--- src/rtl/cache_miss_fill_if.sv ---
// Bus bundle for the miss-handling/fill stage: miss intake, L2 request and
// response, LRU victim lookup and the cache tag/data update ports.
// The master modport is the fill stage itself. The slave modport is the
// surrounding core, the L2 and the cache array.
interface cache_miss_fill_if #(
  parameter int TAG_W     = 22,
  parameter int SET_W     = 4,
  parameter int WAY_W     = 2,
  parameter int ID_W      = 2,
  parameter int LINE_BITS = 512
);
  logic                   miss_en;
  logic [TAG_W-1:0]       miss_tag;
  logic [SET_W-1:0]       miss_set;
  logic                   miss_ready;
  logic [ID_W-1:0]        miss_id;

  logic                   l2_req_valid;
  logic                   l2_req_ready;
  logic [TAG_W+SET_W-1:0] l2_req_addr;
  logic [ID_W-1:0]        l2_req_id;

  logic                   l2_rsp_valid;
  logic [ID_W-1:0]        l2_rsp_id;
  logic [LINE_BITS-1:0]   l2_rsp_data;

  logic                   lru_fill_en;
  logic [SET_W-1:0]       lru_fill_set;
  logic [WAY_W-1:0]       lru_fill_way_idx;

  logic                   update_tag_en;
  logic [WAY_W-1:0]       update_tag_way_idx;
  logic [SET_W-1:0]       update_tag_set_idx;
  logic [TAG_W-1:0]       update_tag;
  logic                   update_tag_valid;
  logic                   update_data_en;
  logic [WAY_W-1:0]       update_data_way_idx;
  logic [SET_W-1:0]       update_data_set_idx;
  logic [LINE_BITS-1:0]   update_data;

  logic                   fill_done;
  logic [ID_W-1:0]        fill_done_id;

  modport master (
    input  miss_en, miss_tag, miss_set,
    output miss_ready, miss_id,
    output l2_req_valid, l2_req_addr, l2_req_id,
    input  l2_req_ready,
    input  l2_rsp_valid, l2_rsp_id, l2_rsp_data,
    output lru_fill_en, lru_fill_set,
    input  lru_fill_way_idx,
    output update_tag_en, update_tag_way_idx, update_tag_set_idx, update_tag, update_tag_valid,
    output update_data_en, update_data_way_idx, update_data_set_idx, update_data,
    output fill_done, fill_done_id
  );

  modport slave (
    output miss_en, miss_tag, miss_set,
    input  miss_ready, miss_id,
    input  l2_req_valid, l2_req_addr, l2_req_id,
    output l2_req_ready,
    output l2_rsp_valid, l2_rsp_id, l2_rsp_data,
    input  lru_fill_en, lru_fill_set,
    output lru_fill_way_idx,
    input  update_tag_en, update_tag_way_idx, update_tag_set_idx, update_tag, update_tag_valid,
    input  update_data_en, update_data_way_idx, update_data_set_idx, update_data,
    input  fill_done, fill_done_id
  );
endinterface

--- src/rtl/cache_miss_fill.sv ---
// Miss-handling/fill stage. Tracks up to NUM_MISS outstanding line misses and
// merges duplicate misses to the same line. It issues one L2 read per unique
// line. Each L2 response runs through a two-stage fill: LRU lookup, then the
// tag/data write together with fill_done.
module cache_miss_fill #(
  parameter int NUM_WAYS             = 4,
  parameter int NUM_SETS             = 16,
  parameter int CACHE_LINE_TAG_WIDTH = 22,
  parameter int CACHE_LINE_BYTES     = 64,
  parameter int NUM_MISS             = 4
) (
  input  logic                  clk,
  input  logic                  rst,
  cache_miss_fill_if.master     bus
);
  localparam int NUM_WAYS_LOG    = $clog2(NUM_WAYS);
  localparam int NUM_SETS_LOG    = $clog2(NUM_SETS);
  localparam int CACHE_LINE_BITS = CACHE_LINE_BYTES * 8;
  localparam int MISS_ID_W       = $clog2(NUM_MISS);
  localparam int TAG_W           = CACHE_LINE_TAG_WIDTH;

  typedef enum logic [1:0] {E_IDLE, E_PEND, E_ISSUED, E_FILL} entry_state_t;

  entry_state_t                ent_state [NUM_MISS];
  logic [TAG_W-1:0]            ent_tag   [NUM_MISS];
  logic [NUM_SETS_LOG-1:0]     ent_set   [NUM_MISS];

  logic                        req_valid;
  logic [MISS_ID_W-1:0]        req_id;
  logic [TAG_W+NUM_SETS_LOG-1:0] req_addr;

  logic                        s2_valid;
  logic [MISS_ID_W-1:0]        s2_id;
  logic [TAG_W-1:0]            s2_tag;
  logic [NUM_SETS_LOG-1:0]     s2_set;
  logic [CACHE_LINE_BITS-1:0]  s2_data;

  logic                        hit, free_found, pend_found;
  logic [MISS_ID_W-1:0]        hit_id, free_id, pend_id;
  logic                        req_hs, req_load, alloc, rsp_accept;
  logic [NUM_WAYS_LOG-1:0]     fill_way;

  assign req_hs     = req_valid && bus.l2_req_ready;
  assign req_load   = !req_valid || req_hs;
  assign alloc      = bus.miss_en && !hit && free_found;
  assign rsp_accept = bus.l2_rsp_valid && !rst && (ent_state[bus.l2_rsp_id] == E_ISSUED);

  // Priority scans over the entries: line match for merging, lowest idle
  // entry for allocation, and lowest pending entry for the request register.
  // An entry in its final fill cycle (E_FILL) is already being written, so it
  // no longer matches and a new miss to that line gets its own entry.
  // The entry just handshaked is still E_PEND this cycle and must not be
  // picked up a second time.
  always_comb begin
    hit        = 1'b0;
    hit_id     = '0;
    free_found = 1'b0;
    free_id    = '0;
    pend_found = 1'b0;
    pend_id    = '0;
    for (int i = 0; i < NUM_MISS; i++) begin
      if (!hit && (ent_state[i] == E_PEND || ent_state[i] == E_ISSUED) &&
          ent_tag[i] == bus.miss_tag && ent_set[i] == bus.miss_set) begin
        hit    = 1'b1;
        hit_id = MISS_ID_W'(i);
      end
      if (!free_found && ent_state[i] == E_IDLE) begin
        free_found = 1'b1;
        free_id    = MISS_ID_W'(i);
      end
      if (!pend_found && ent_state[i] == E_PEND &&
          !(req_hs && req_id == MISS_ID_W'(i))) begin
        pend_found = 1'b1;
        pend_id    = MISS_ID_W'(i);
      end
    end
  end

  assign bus.miss_ready   = hit || free_found;
  assign bus.miss_id      = hit ? hit_id : free_id;

  assign bus.l2_req_valid = req_valid;
  assign bus.l2_req_addr  = req_addr;
  assign bus.l2_req_id    = req_id;

  assign bus.lru_fill_en  = rsp_accept;
  assign bus.lru_fill_set = rsp_accept ? ent_set[bus.l2_rsp_id] : '0;

  // The LRU victim arrives combinationally in the cycle after the lookup, so
  // it is passed straight through while stage 2 is active.
  assign fill_way                = s2_valid ? bus.lru_fill_way_idx : '0;
  assign bus.update_tag_en       = s2_valid;
  assign bus.update_data_en      = s2_valid;
  assign bus.update_tag_valid    = s2_valid;
  assign bus.update_tag_way_idx  = fill_way;
  assign bus.update_data_way_idx = fill_way;
  assign bus.update_tag_set_idx  = s2_set;
  assign bus.update_data_set_idx = s2_set;
  assign bus.update_tag          = s2_tag;
  assign bus.update_data         = s2_data;
  assign bus.fill_done           = s2_valid;
  assign bus.fill_done_id        = s2_id;

  // Entry lifecycle, L2 request register and fill stage-2 register.
  // Each entry can only take the transition that belongs to its current
  // state, so the per-entry updates never collide. Reset drops every entry
  // and any fill in flight.
  always_ff @(posedge clk) begin
    if (rst) begin
      for (int i = 0; i < NUM_MISS; i++) begin
        ent_state[i] <= E_IDLE;
        ent_tag[i]   <= '0;
        ent_set[i]   <= '0;
      end
      req_valid <= 1'b0;
      req_id    <= '0;
      req_addr  <= '0;
      s2_valid  <= 1'b0;
      s2_id     <= '0;
      s2_tag    <= '0;
      s2_set    <= '0;
      s2_data   <= '0;
    end else begin
      for (int i = 0; i < NUM_MISS; i++) begin
        case (ent_state[i])
          E_IDLE: begin
            if (alloc && free_id == MISS_ID_W'(i)) begin
              ent_state[i] <= E_PEND;
              ent_tag[i]   <= bus.miss_tag;
              ent_set[i]   <= bus.miss_set;
            end
          end
          E_PEND: begin
            if (req_hs && req_id == MISS_ID_W'(i)) ent_state[i] <= E_ISSUED;
          end
          E_ISSUED: begin
            if (rsp_accept && bus.l2_rsp_id == MISS_ID_W'(i)) ent_state[i] <= E_FILL;
          end
          E_FILL:  ent_state[i] <= E_IDLE;
          default: ent_state[i] <= E_IDLE;
        endcase
      end

      if (req_load) begin
        req_valid <= pend_found;
        if (pend_found) begin
          req_id   <= pend_id;
          req_addr <= {ent_tag[pend_id], ent_set[pend_id]};
        end
      end

      s2_valid <= rsp_accept;
      if (rsp_accept) begin
        s2_id   <= bus.l2_rsp_id;
        s2_tag  <= ent_tag[bus.l2_rsp_id];
        s2_set  <= ent_set[bus.l2_rsp_id];
        s2_data <= bus.l2_rsp_data;
      end
    end
  end

  // A response for an entry that is not waiting on L2 is dropped. This flags
  // it in simulation, which typically means a stale response after reset.
  always_ff @(posedge clk) begin
    if (!rst && bus.l2_rsp_valid) begin
      assert (ent_state[bus.l2_rsp_id] == E_ISSUED)
        else $warning("cache_miss_fill: dropped L2 response for id %0d", bus.l2_rsp_id);
    end
  end
endmodule

--- src/flat_wrapper.sv ---
// flat-port wrapper written by rule: the top's interface ports become plain ports
module cache_miss_fill_flat 
#(
  parameter int NUM_WAYS             = 4,
  parameter int NUM_SETS             = 16,
  parameter int CACHE_LINE_TAG_WIDTH = 22,
  parameter int CACHE_LINE_BYTES     = 64,
  parameter int NUM_MISS             = 4
)
  (clk, rst, bus_miss_en, bus_miss_tag, bus_miss_set, bus_miss_ready, bus_miss_id, bus_l2_req_valid, bus_l2_req_addr, bus_l2_req_id, bus_l2_req_ready, bus_l2_rsp_valid, bus_l2_rsp_id, bus_l2_rsp_data, bus_lru_fill_en, bus_lru_fill_set, bus_lru_fill_way_idx, bus_update_tag_en, bus_update_tag_way_idx, bus_update_tag_set_idx, bus_update_tag, bus_update_tag_valid, bus_update_data_en, bus_update_data_way_idx, bus_update_data_set_idx, bus_update_data, bus_fill_done, bus_fill_done_id);
  cache_miss_fill_if #(.TAG_W((22)), .SET_W((4)), .WAY_W((2)), .ID_W((2)), .LINE_BITS((512))) bus_i ();
  input  logic clk;
  input  logic rst;
  input wire logic [$bits(bus_i.miss_en)-1:0] bus_miss_en;
  input wire logic [$bits(bus_i.miss_tag)-1:0] bus_miss_tag;
  input wire logic [$bits(bus_i.miss_set)-1:0] bus_miss_set;
  output wire logic [$bits(bus_i.miss_ready)-1:0] bus_miss_ready;
  output wire logic [$bits(bus_i.miss_id)-1:0] bus_miss_id;
  output wire logic [$bits(bus_i.l2_req_valid)-1:0] bus_l2_req_valid;
  output wire logic [$bits(bus_i.l2_req_addr)-1:0] bus_l2_req_addr;
  output wire logic [$bits(bus_i.l2_req_id)-1:0] bus_l2_req_id;
  input wire logic [$bits(bus_i.l2_req_ready)-1:0] bus_l2_req_ready;
  input wire logic [$bits(bus_i.l2_rsp_valid)-1:0] bus_l2_rsp_valid;
  input wire logic [$bits(bus_i.l2_rsp_id)-1:0] bus_l2_rsp_id;
  input wire logic [$bits(bus_i.l2_rsp_data)-1:0] bus_l2_rsp_data;
  output wire logic [$bits(bus_i.lru_fill_en)-1:0] bus_lru_fill_en;
  output wire logic [$bits(bus_i.lru_fill_set)-1:0] bus_lru_fill_set;
  input wire logic [$bits(bus_i.lru_fill_way_idx)-1:0] bus_lru_fill_way_idx;
  output wire logic [$bits(bus_i.update_tag_en)-1:0] bus_update_tag_en;
  output wire logic [$bits(bus_i.update_tag_way_idx)-1:0] bus_update_tag_way_idx;
  output wire logic [$bits(bus_i.update_tag_set_idx)-1:0] bus_update_tag_set_idx;
  output wire logic [$bits(bus_i.update_tag)-1:0] bus_update_tag;
  output wire logic [$bits(bus_i.update_tag_valid)-1:0] bus_update_tag_valid;
  output wire logic [$bits(bus_i.update_data_en)-1:0] bus_update_data_en;
  output wire logic [$bits(bus_i.update_data_way_idx)-1:0] bus_update_data_way_idx;
  output wire logic [$bits(bus_i.update_data_set_idx)-1:0] bus_update_data_set_idx;
  output wire logic [$bits(bus_i.update_data)-1:0] bus_update_data;
  output wire logic [$bits(bus_i.fill_done)-1:0] bus_fill_done;
  output wire logic [$bits(bus_i.fill_done_id)-1:0] bus_fill_done_id;
  assign bus_i.miss_en = bus_miss_en;
  assign bus_i.miss_tag = bus_miss_tag;
  assign bus_i.miss_set = bus_miss_set;
  assign bus_miss_ready = bus_i.miss_ready;
  assign bus_miss_id = bus_i.miss_id;
  assign bus_l2_req_valid = bus_i.l2_req_valid;
  assign bus_l2_req_addr = bus_i.l2_req_addr;
  assign bus_l2_req_id = bus_i.l2_req_id;
  assign bus_i.l2_req_ready = bus_l2_req_ready;
  assign bus_i.l2_rsp_valid = bus_l2_rsp_valid;
  assign bus_i.l2_rsp_id = bus_l2_rsp_id;
  assign bus_i.l2_rsp_data = bus_l2_rsp_data;
  assign bus_lru_fill_en = bus_i.lru_fill_en;
  assign bus_lru_fill_set = bus_i.lru_fill_set;
  assign bus_i.lru_fill_way_idx = bus_lru_fill_way_idx;
  assign bus_update_tag_en = bus_i.update_tag_en;
  assign bus_update_tag_way_idx = bus_i.update_tag_way_idx;
  assign bus_update_tag_set_idx = bus_i.update_tag_set_idx;
  assign bus_update_tag = bus_i.update_tag;
  assign bus_update_tag_valid = bus_i.update_tag_valid;
  assign bus_update_data_en = bus_i.update_data_en;
  assign bus_update_data_way_idx = bus_i.update_data_way_idx;
  assign bus_update_data_set_idx = bus_i.update_data_set_idx;
  assign bus_update_data = bus_i.update_data;
  assign bus_fill_done = bus_i.fill_done;
  assign bus_fill_done_id = bus_i.fill_done_id;
  cache_miss_fill #(.NUM_WAYS(NUM_WAYS), .NUM_SETS(NUM_SETS), .CACHE_LINE_TAG_WIDTH(CACHE_LINE_TAG_WIDTH), .CACHE_LINE_BYTES(CACHE_LINE_BYTES), .NUM_MISS(NUM_MISS)) u_core (.clk(clk), .rst(rst), .bus(bus_i));
endmodule
--- config.mk ---
export PLATFORM = sky130hd
export DESIGN_NAME = cache_miss_fill_flat
export DESIGN_NICKNAME = d
export VERILOG_FILES = /design/src/rtl/cache_miss_fill_if.sv /design/src/rtl/cache_miss_fill.sv /design/src/flat_wrapper.sv
export SDC_FILE = /design/constraint.sdc
export NUM_CORES = 1
export LEC_CHECK = 0
export ABC_AREA = 1
export CAP_MARGIN = 10
export CORE_AREA = 2 2 444 446
export CTS_CLUSTER_SIZE = 16
export DETAILED_ROUTE_END_ITERATION = 8
export DIE_AREA = 0 0 446 448
export SYNTH_ARGS = -nofsm -noshare
export SYNTH_HDL_FRONTEND = slang
export SYNTH_SLANG_ARGS = --single-unit
--- constraint.sdc ---
create_clock -name clk -period 3.7 [get_ports clk]
set_clock_uncertainty 0.15 [all_clocks]
set_input_delay 0.555 -clock clk [delete_from_list [all_inputs] [get_ports clk]]
set_output_delay 0.555 -clock clk [all_outputs]
set_load 0.01 [all_outputs]
==> impl_metrics.tcl, run 1 <==
set metrics [dict create \
    status "complete, no violations" \
    worst_setup_path_type "input port to output pin" \
    die_h_microns 448 \
    first_global_vias 28180 \
    met3WireLength_mm 23.55 \
    final_nets 5242 \
    postSynth.topFlopCell "dfxtp_1" \
    numPlacedInstances 7124 \
    vias 29400 \
    standby_leakage_power_nw 16.92 \
    detail_route.wirelength.met1_mm 71.28 \
    port-buffer-count 1135 \
    layout.cells.non_filler 7308 \
    worst-path-max-fanout 12 \
    globalRoute.totalOverflow 0 \
    finalWorstSetupSlack_ns 0.07677 \
    die_w_microns 446 \
    grt_antenna_before_repair 75 \
    report.final.hold_viol_count 0 \
    setup.worst_path.end_class "output pin" \
    synth_area_leader_cell "dfxtp_1" \
    max_freq_mhz 276.0 \
    report.final.slew_viol_count 0 \
    detailed_route_wire_length_mm 183.1 \
    path_cells "clkdlybuf4s50_1, buf_4, nor2_2, inv_2, buf_12, o22ai_1, a21oi_1, o21ai_1, buf_4, nand2_1, inv_1, clkdlybuf4s50_1" \
    routed.top_layer "met5" \
    clock_root_buffer "clkbuf_16" \
    gp_routability_congestion 0.9719 \
    number_of_nets_in_the_synthesized_netlist 4054 \
    yosys_register_bits 682 \
    synthTopCellsByCount "nor2_1 (1215), o21ai_0 (609), dfxtp_1 (570)" \
    timing_worst_slew_pin_value_ns 0.8485 \
    cp.required_ns 2.99 \
    clk-insertion-delay-late_ns 0.72 \
    yosysTopAreaCellShare 0.4202 \
    synth.top_cells.by_area "dfxtp_1 (42%), nor2_1 (17%), edfxtp_1 (12%), o21ai_0 (11%), nand2_1 (4.1%)" \
    ys.warnings.count 0 \
    floorplan.core_area_sq_um 194600 \
    cts.sink_count 682 \
    global_route_wire_length_before_repair_mm 240.0 \
    layout_worst_path_cycle_share 0.9793 \
    async_reset_ff_frac 0 \
    grt_start_max_net_pins 190 \
    ir_worst_vdd_mv 0.3173 \
    netlist_instances 3491 \
    worst_hold_path_type "input port to flip-flop" \
    cts_htree_levels 3 \
    average_cell_area_after_synthesis_sq_um 7.779 \
    floorplan.rows 162 \
    cts_made_buffers 89 \
    ys_seq_area_frac 0.5441 \
    post-route-min-period_ns 3.623 \
    area_growth_syn_to_layout_pct 67.35 \
    place.detailed.hpwl_mm 147.5 \
    max_slew_margin 0.4343 \
    clkTransAtPathRegs_ns 0.06 \
    routed-wl-met2_mm 80.81 \
    drive_above_1_share 0.08461 \
    drt-pass1-iter-count 6 \
    post_route_total_power_mw 21.04 \
    syn_area_sq_um 27150 \
    drtAntennaViolNets 0 \
    cts-hold-fix-buffers 0 \
    grtUsageTotal 0.1740 \
    fp.dieArea_sq_um 199800 \
    vias_per_cell 4.023 \
    grt_setup_unrepaired "false" \
    netlist-cell-type-count 40 \
    timing.critical_path.max_delay_family "buffers and inverters" \
    post-route-drc-count 0 \
    cp_slowest_stage_delay_ns 0.54 \
    worst-path-buf-inv 7 \
    preCtsSetupSlack_ns -0.2055 \
    cellPowerDensity_nw_per_um2 463.1 \
    yosys.cell_count.top_type "nor2_1" \
    setup-tns-final_ns 0 \
    floorplan.initialDensity 0.1396 \
    i_o_pin_count 1136 \
    drt-wirelength-per-cell_microns 25.06 \
    cp-start-kind "input port" \
    final_setup_fails 0 \
    max-cap-violations 0 \
    cp_data_arrival_time_ns 2.92 \
    ctsLongestPathBuffers 3 \
    tritoncts_clock_tree "built" \
    drtIter0Drc 2557 \
    hold-worst-slack_ns 0.3240 \
    crit_path_top_delay_cell "clkdlybuf4s50_1" \
    number_of_enable_type_register_cells_in_the_synthesized_netlist 112 \
]
==> worst register-to-register path: stages (launching register included) <==
cell and delay [ns]:
edfxtp_1 0.42, inv_2 0.11, ha_4 0.23, o21ai_0 0.08, nor2_1 0.07, nand2_1 0.06, nor2_1 0.04, buf_4 0.13
nand2_2 0.07, nor2_4 0.05, buf_4 0.13, nor2_4 0.11, nand2_4 0.06, buf_4 0.16, nor3_4 0.24, nand2_1 0.17
nand2_1 0.15, buf_12 0.24
==> metal layers <==
| layer | track usage | vias up |
|---|---|---|
| li1 | - | 13710 |
| met1 | 0.2017 | 13970 |
| met2 | 0.2681 | 1390 |
| met3 | 0.09219 | 326 |
| met4 | 0.06920 | 8 |
| met5 | 0 | - |
==> area by class of cell <==
class / instances / area [sq um]
clock buffers: 125 / 2575
well taps: 2542 / 3181
inverters: 189 / 724.4
fillers: 21390 / 149100
repair buffers: 1327 / 13120
flip-flops and latches: 682 / 14770
multi-input cells: 2390 / 10660
diodes: 15 / 37.54
clock inverters: 38 / 371.6
==> sequential cells by signal (all words and copies together) (netlist names) <==
signal	flops
u_core.bus.l2_req_id	2
u_core.ent_tag	88
u_core.bus.fill_done	1
u_core.ent_state	8
u_core.bus.l2_req_addr	26
u_core.bus.update_tag	22
u_core.ent_set	16
u_core.bus.fill_done_id	2
u_core.bus.l2_req_valid	1
u_core.bus.update_data	512
u_core.bus.update_data_set_idx	4
==> cell families (layout without fill, tap and decap cells) <==
| kind of cell | count (synthesis) | in the layout | synth area share |
|---|---|---|---|
| AND/OR/NAND/NOR | 1573 | 1573 | 0.2247 |
| AO/OA/AOI/OAI | 784 | 784 | 0.1525 |
| flip-flops | 682 | 682 | 0.5441 |
| buffers and inverters | 419 | 1679 | 0.06584 |
| XOR/XNOR | 17 | 17 | 0.005483 |
| adder cells (fa/ha/maj) | 16 | 16 | 0.007372 |
| other | 0 | 15 | 0 |
==> power breakdown <==
part	switching (mW)	total (mW)	internal (mW)
Sequential	0.300	8.29	7.99
Combinational	2.09	3.82	1.74
Clock	3.73	8.93	5.21
==> cell usage in the layout, fill, tap and decap left out, types with 81 or more instances in the layout <==
master,count
clkdlybuf4s50_1,1131
a21oi_1,81
buf_4,167
inv_1,152
nor2_1,1211
clkbuf_16,91
dfxtp_1,570
o21ai_0,608
edfxtp_1,112
nand2_1,294
==> worst paths after layout <==
check / from / to / slack [ns] / cells after the start
setup / recovery: bus_l2_rsp_id[1] / bus_lru_fill_set[0] / 0.08 / 12
hold / removal: bus_l2_rsp_data[37] / u_core.bus.update_data[37]$_SDFFE_PP0P_ / 0.32 / 3
setup reg to reg: u_core.ent_state[1][1]$_SDFFCE_PP0P_ / u_core.ent_tag[0][16]$_SDFFCE_PN0P_ / 0.68 / 17
hold reg to reg: u_core.bus.update_data[418]$_SDFFE_PP0P_ / u_core.bus.update_data[418]$_SDFFE_PP0P_ / 0.33 / 2
==> through the flow <==
stage / utilization / instance area, sq um
after floorplan: - / 27150
after global placement: 0.2177 / 42360
after detailed placement: 0.2177 / 42360
after CTS: 0.2332 / 45390
after global routing: 0.2335 / 45440
final: 0.2335 / 45440
==> repair_timing <==
item | 4_1_cts | 5_1_grt
setup endpoints to repair | 4 | 4
pin swaps | 4 | 4
resized for setup | 15 | 7
buffers inserted | 5 | 1
Note: power is estimated with default switching activity, not from simulation.
==> run 2: changes to the inputs <==
Settings changed: HOLD_SLACK_MARGIN from default to 0.03, MAX_ROUTING_LAYER from default to met4.
==> run 2 against run 1 <==
Design area is 0.33% higher. Critical endpoint is now bus_lru_fill_set[1]. Sequential power barely moved. Largest cell class unchanged. Global-route usage grew 0.59 points. Via count about the same. Highest routed layer is now met4. Non-clock buffer count rose by 6. Sequential cell count unchanged. Critical path depth is 2 lower.
==> impl_metrics.tcl, run 2 (same netlist as run 1, synthesis figures left out) <==
set metrics [dict create \
    standard_cell_area_after_detailed_placement_sq_um 42350 \
    worst_hold_path_type "input port to flip-flop" \
    drt-wirelength-per-cell_microns 25.18 \
    layout.cells.non_filler 7308 \
    hold-worst-slack_ns 0.3053 \
    ir_worst_vdd_mv 0.3040 \
    r2r-end "u_core.ent_tag[0][8]$_SDFFCE_PN0P_" \
    gp_routability_congestion 1.002 \
    cts_made_buffers 88 \
    i_o_pin_count 1136 \
    clock_root_buffer "clkbuf_16" \
    finalCoreUtilization 0.2343 \
    clkTransAtPathRegs_ns 0.06 \
    ff2ff_path_depth 16 \
    max_slew_margin 0.1976 \
    post-route-min-period_ns 3.637 \
    cts-hold-fix-buffers 0 \
    number_of_flip_flops_in_the_largest_register 512 \
    pwr-share-seq 0.388 \
    setup.worst_path.end_class "output pin" \
    numPlacedInstances 7127 \
    preCtsSetupSlack_ns -0.2517 \
    fp.dieArea_sq_um 199800 \
    layout_worst_path_cycle_share 0.9829 \
    cts.sink_count 682 \
    clock_power_share 0.433 \
    worst-r2r-setup-slack_ns 0.74 \
    power.share.switching 0.2921 \
    post-route-drc-count 0 \
    report.final.slew_viol_count 0 \
    die_w_microns 446 \
    detailed_route_wire_length_mm 184.0 \
    drt-pass1-iter-count 6 \
    clk-insertion-delay-late_ns 0.72 \
    hold-path-endpoint "u_core.bus.update_data[187]$_SDFFE_PP0P_" \
    critical_path.reg2reg.startpoint "u_core.ent_state[1][0]$_SDFFCE_PP0P_" \
    cp_data_arrival_time_ns 2.93 \
    vias_per_cell 4.026 \
    ctsLongestPathBuffers 3 \
    vias 29420 \
    status "complete, no violations" \
    finalWorstSetupSlack_ns 0.06341 \
    drive_above_1_share 0.08749 \
    global_route_wire_length_before_repair_mm 240.5 \
    comb_power_share 0.179 \
    floorplan.core_area_sq_um 194600 \
    setup.worst_path.start "bus_l2_rsp_id[1]" \
    port-buffer-count 1135 \
    cellPowerDensity_nw_per_um2 469.0 \
    hold_path.startpoint "bus_l2_rsp_data[187]" \
    grt_start_max_net_pins 186 \
    final_nets 5247 \
    grt_antenna_before_repair 70 \
    drtIter0Drc 2502 \
    drtAntennaViolNets 0 \
    power_report.internal_total_mw 15.14 \
    worst-path-max-fanout 4 \
    fin_area_sq_um 45600 \
    max_freq_mhz 275.0 \
    cts_htree_levels 3 \
    setup-tns-final_ns 0 \
    worst_setup_path_type "input port to output pin" \
    grt_setup_unrepaired "false" \
    first_global_vias 28030 \
    globalRoute.totalOverflow 0 \
    netSwitchingPower_mw 6.246 \
    layout.cells.most_common_list "nor2_1 (1210), clkdlybuf4s50_1 (1131), o21ai_0 (609)" \
    floorplan.rows 162 \
    final_setup_fails 0 \
    min_delay_path_depth 3 \
    cp-start-kind "input port" \
    post_route_total_power_mw 21.38 \
    place.detailed.hpwl_mm 148.0 \
    timing_worst_slew_pin_value_ns 1.204 \
    tritoncts_clock_tree "built" \
    floorplan.initialDensity 0.1396 \
    grtUsageTotal 0.1800 \
    standby_leakage_power_nw 17.01 \
    layout.cells.most_common "nor2_1" \
    max-cap-violations 0 \
    report.final.hold_viol_count 0 \
    area_growth_syn_to_layout_pct 67.91 \
    die_h_microns 448 \
    cp.required_ns 2.99 \
]
## run 2: routing by layer
layer	part of all wire	global-route usage
met5	0	-
met3	0.12	0.07847
met4	0.035	0.06414
met2	0.45	0.2748
met1	0.40	0.2088
## run 2: power groups by stage
stage                     combinational, mW  clock (mW)  sequential (mW)
after floorplan                        1.27           0             8.52
after global placement                 3.82           0             8.42
after detailed placement               3.82           0             8.44
after CTS                              3.86        9.57             8.28
after global routing                   4.13        9.80             8.33
final                                  3.83        9.26             8.29
## run 2: repair_timing
action	4_1_cts	5_1_grt
buffers inserted	9	0
resized for setup	20	5
setup endpoints to repair	4	6
pin swaps	5	2
## run 2: critical path: stages
cell and delay [ns]:
clkdlybuf4s50_1 0.58, nor2_2 0.10, buf_12 0.13, inv_1 0.20
buf_4 0.18, o22ai_1 0.09, buf_4 0.17, o31ai_1 0.31
inv_1 0.11, clkdlybuf4s50_1 0.50
## run 2: how the worst max path moves through the flow
stage	end	slack, ns	depth (start not counted)
3_3_place_gp	bus_miss_id[0]	-0.33	9
3_5_place_dp	bus_miss_id[0]	-0.25	9
2_1_floorplan	u_core.ent_set[1][0]$_SDFFCE_PN0P_	0.98	14
4_1_cts	bus_miss_id[0]	0.04	13
6_report	bus_lru_fill_set[1]	0.06	10
5_1_grt	bus_lru_fill_set[1]	0.01	10
## run 2: cell type report
cell class                 instances  area, sq um
sequential                       682        14770
timing repair buffer            1333        13130
clock inverter                    39        510.5
fill                           21420       149000
tap                             2542         3181
inverter                         189        724.4
clock buffer                     122         2581
multi-input combinational       2390        10670
antenna                           11        27.53
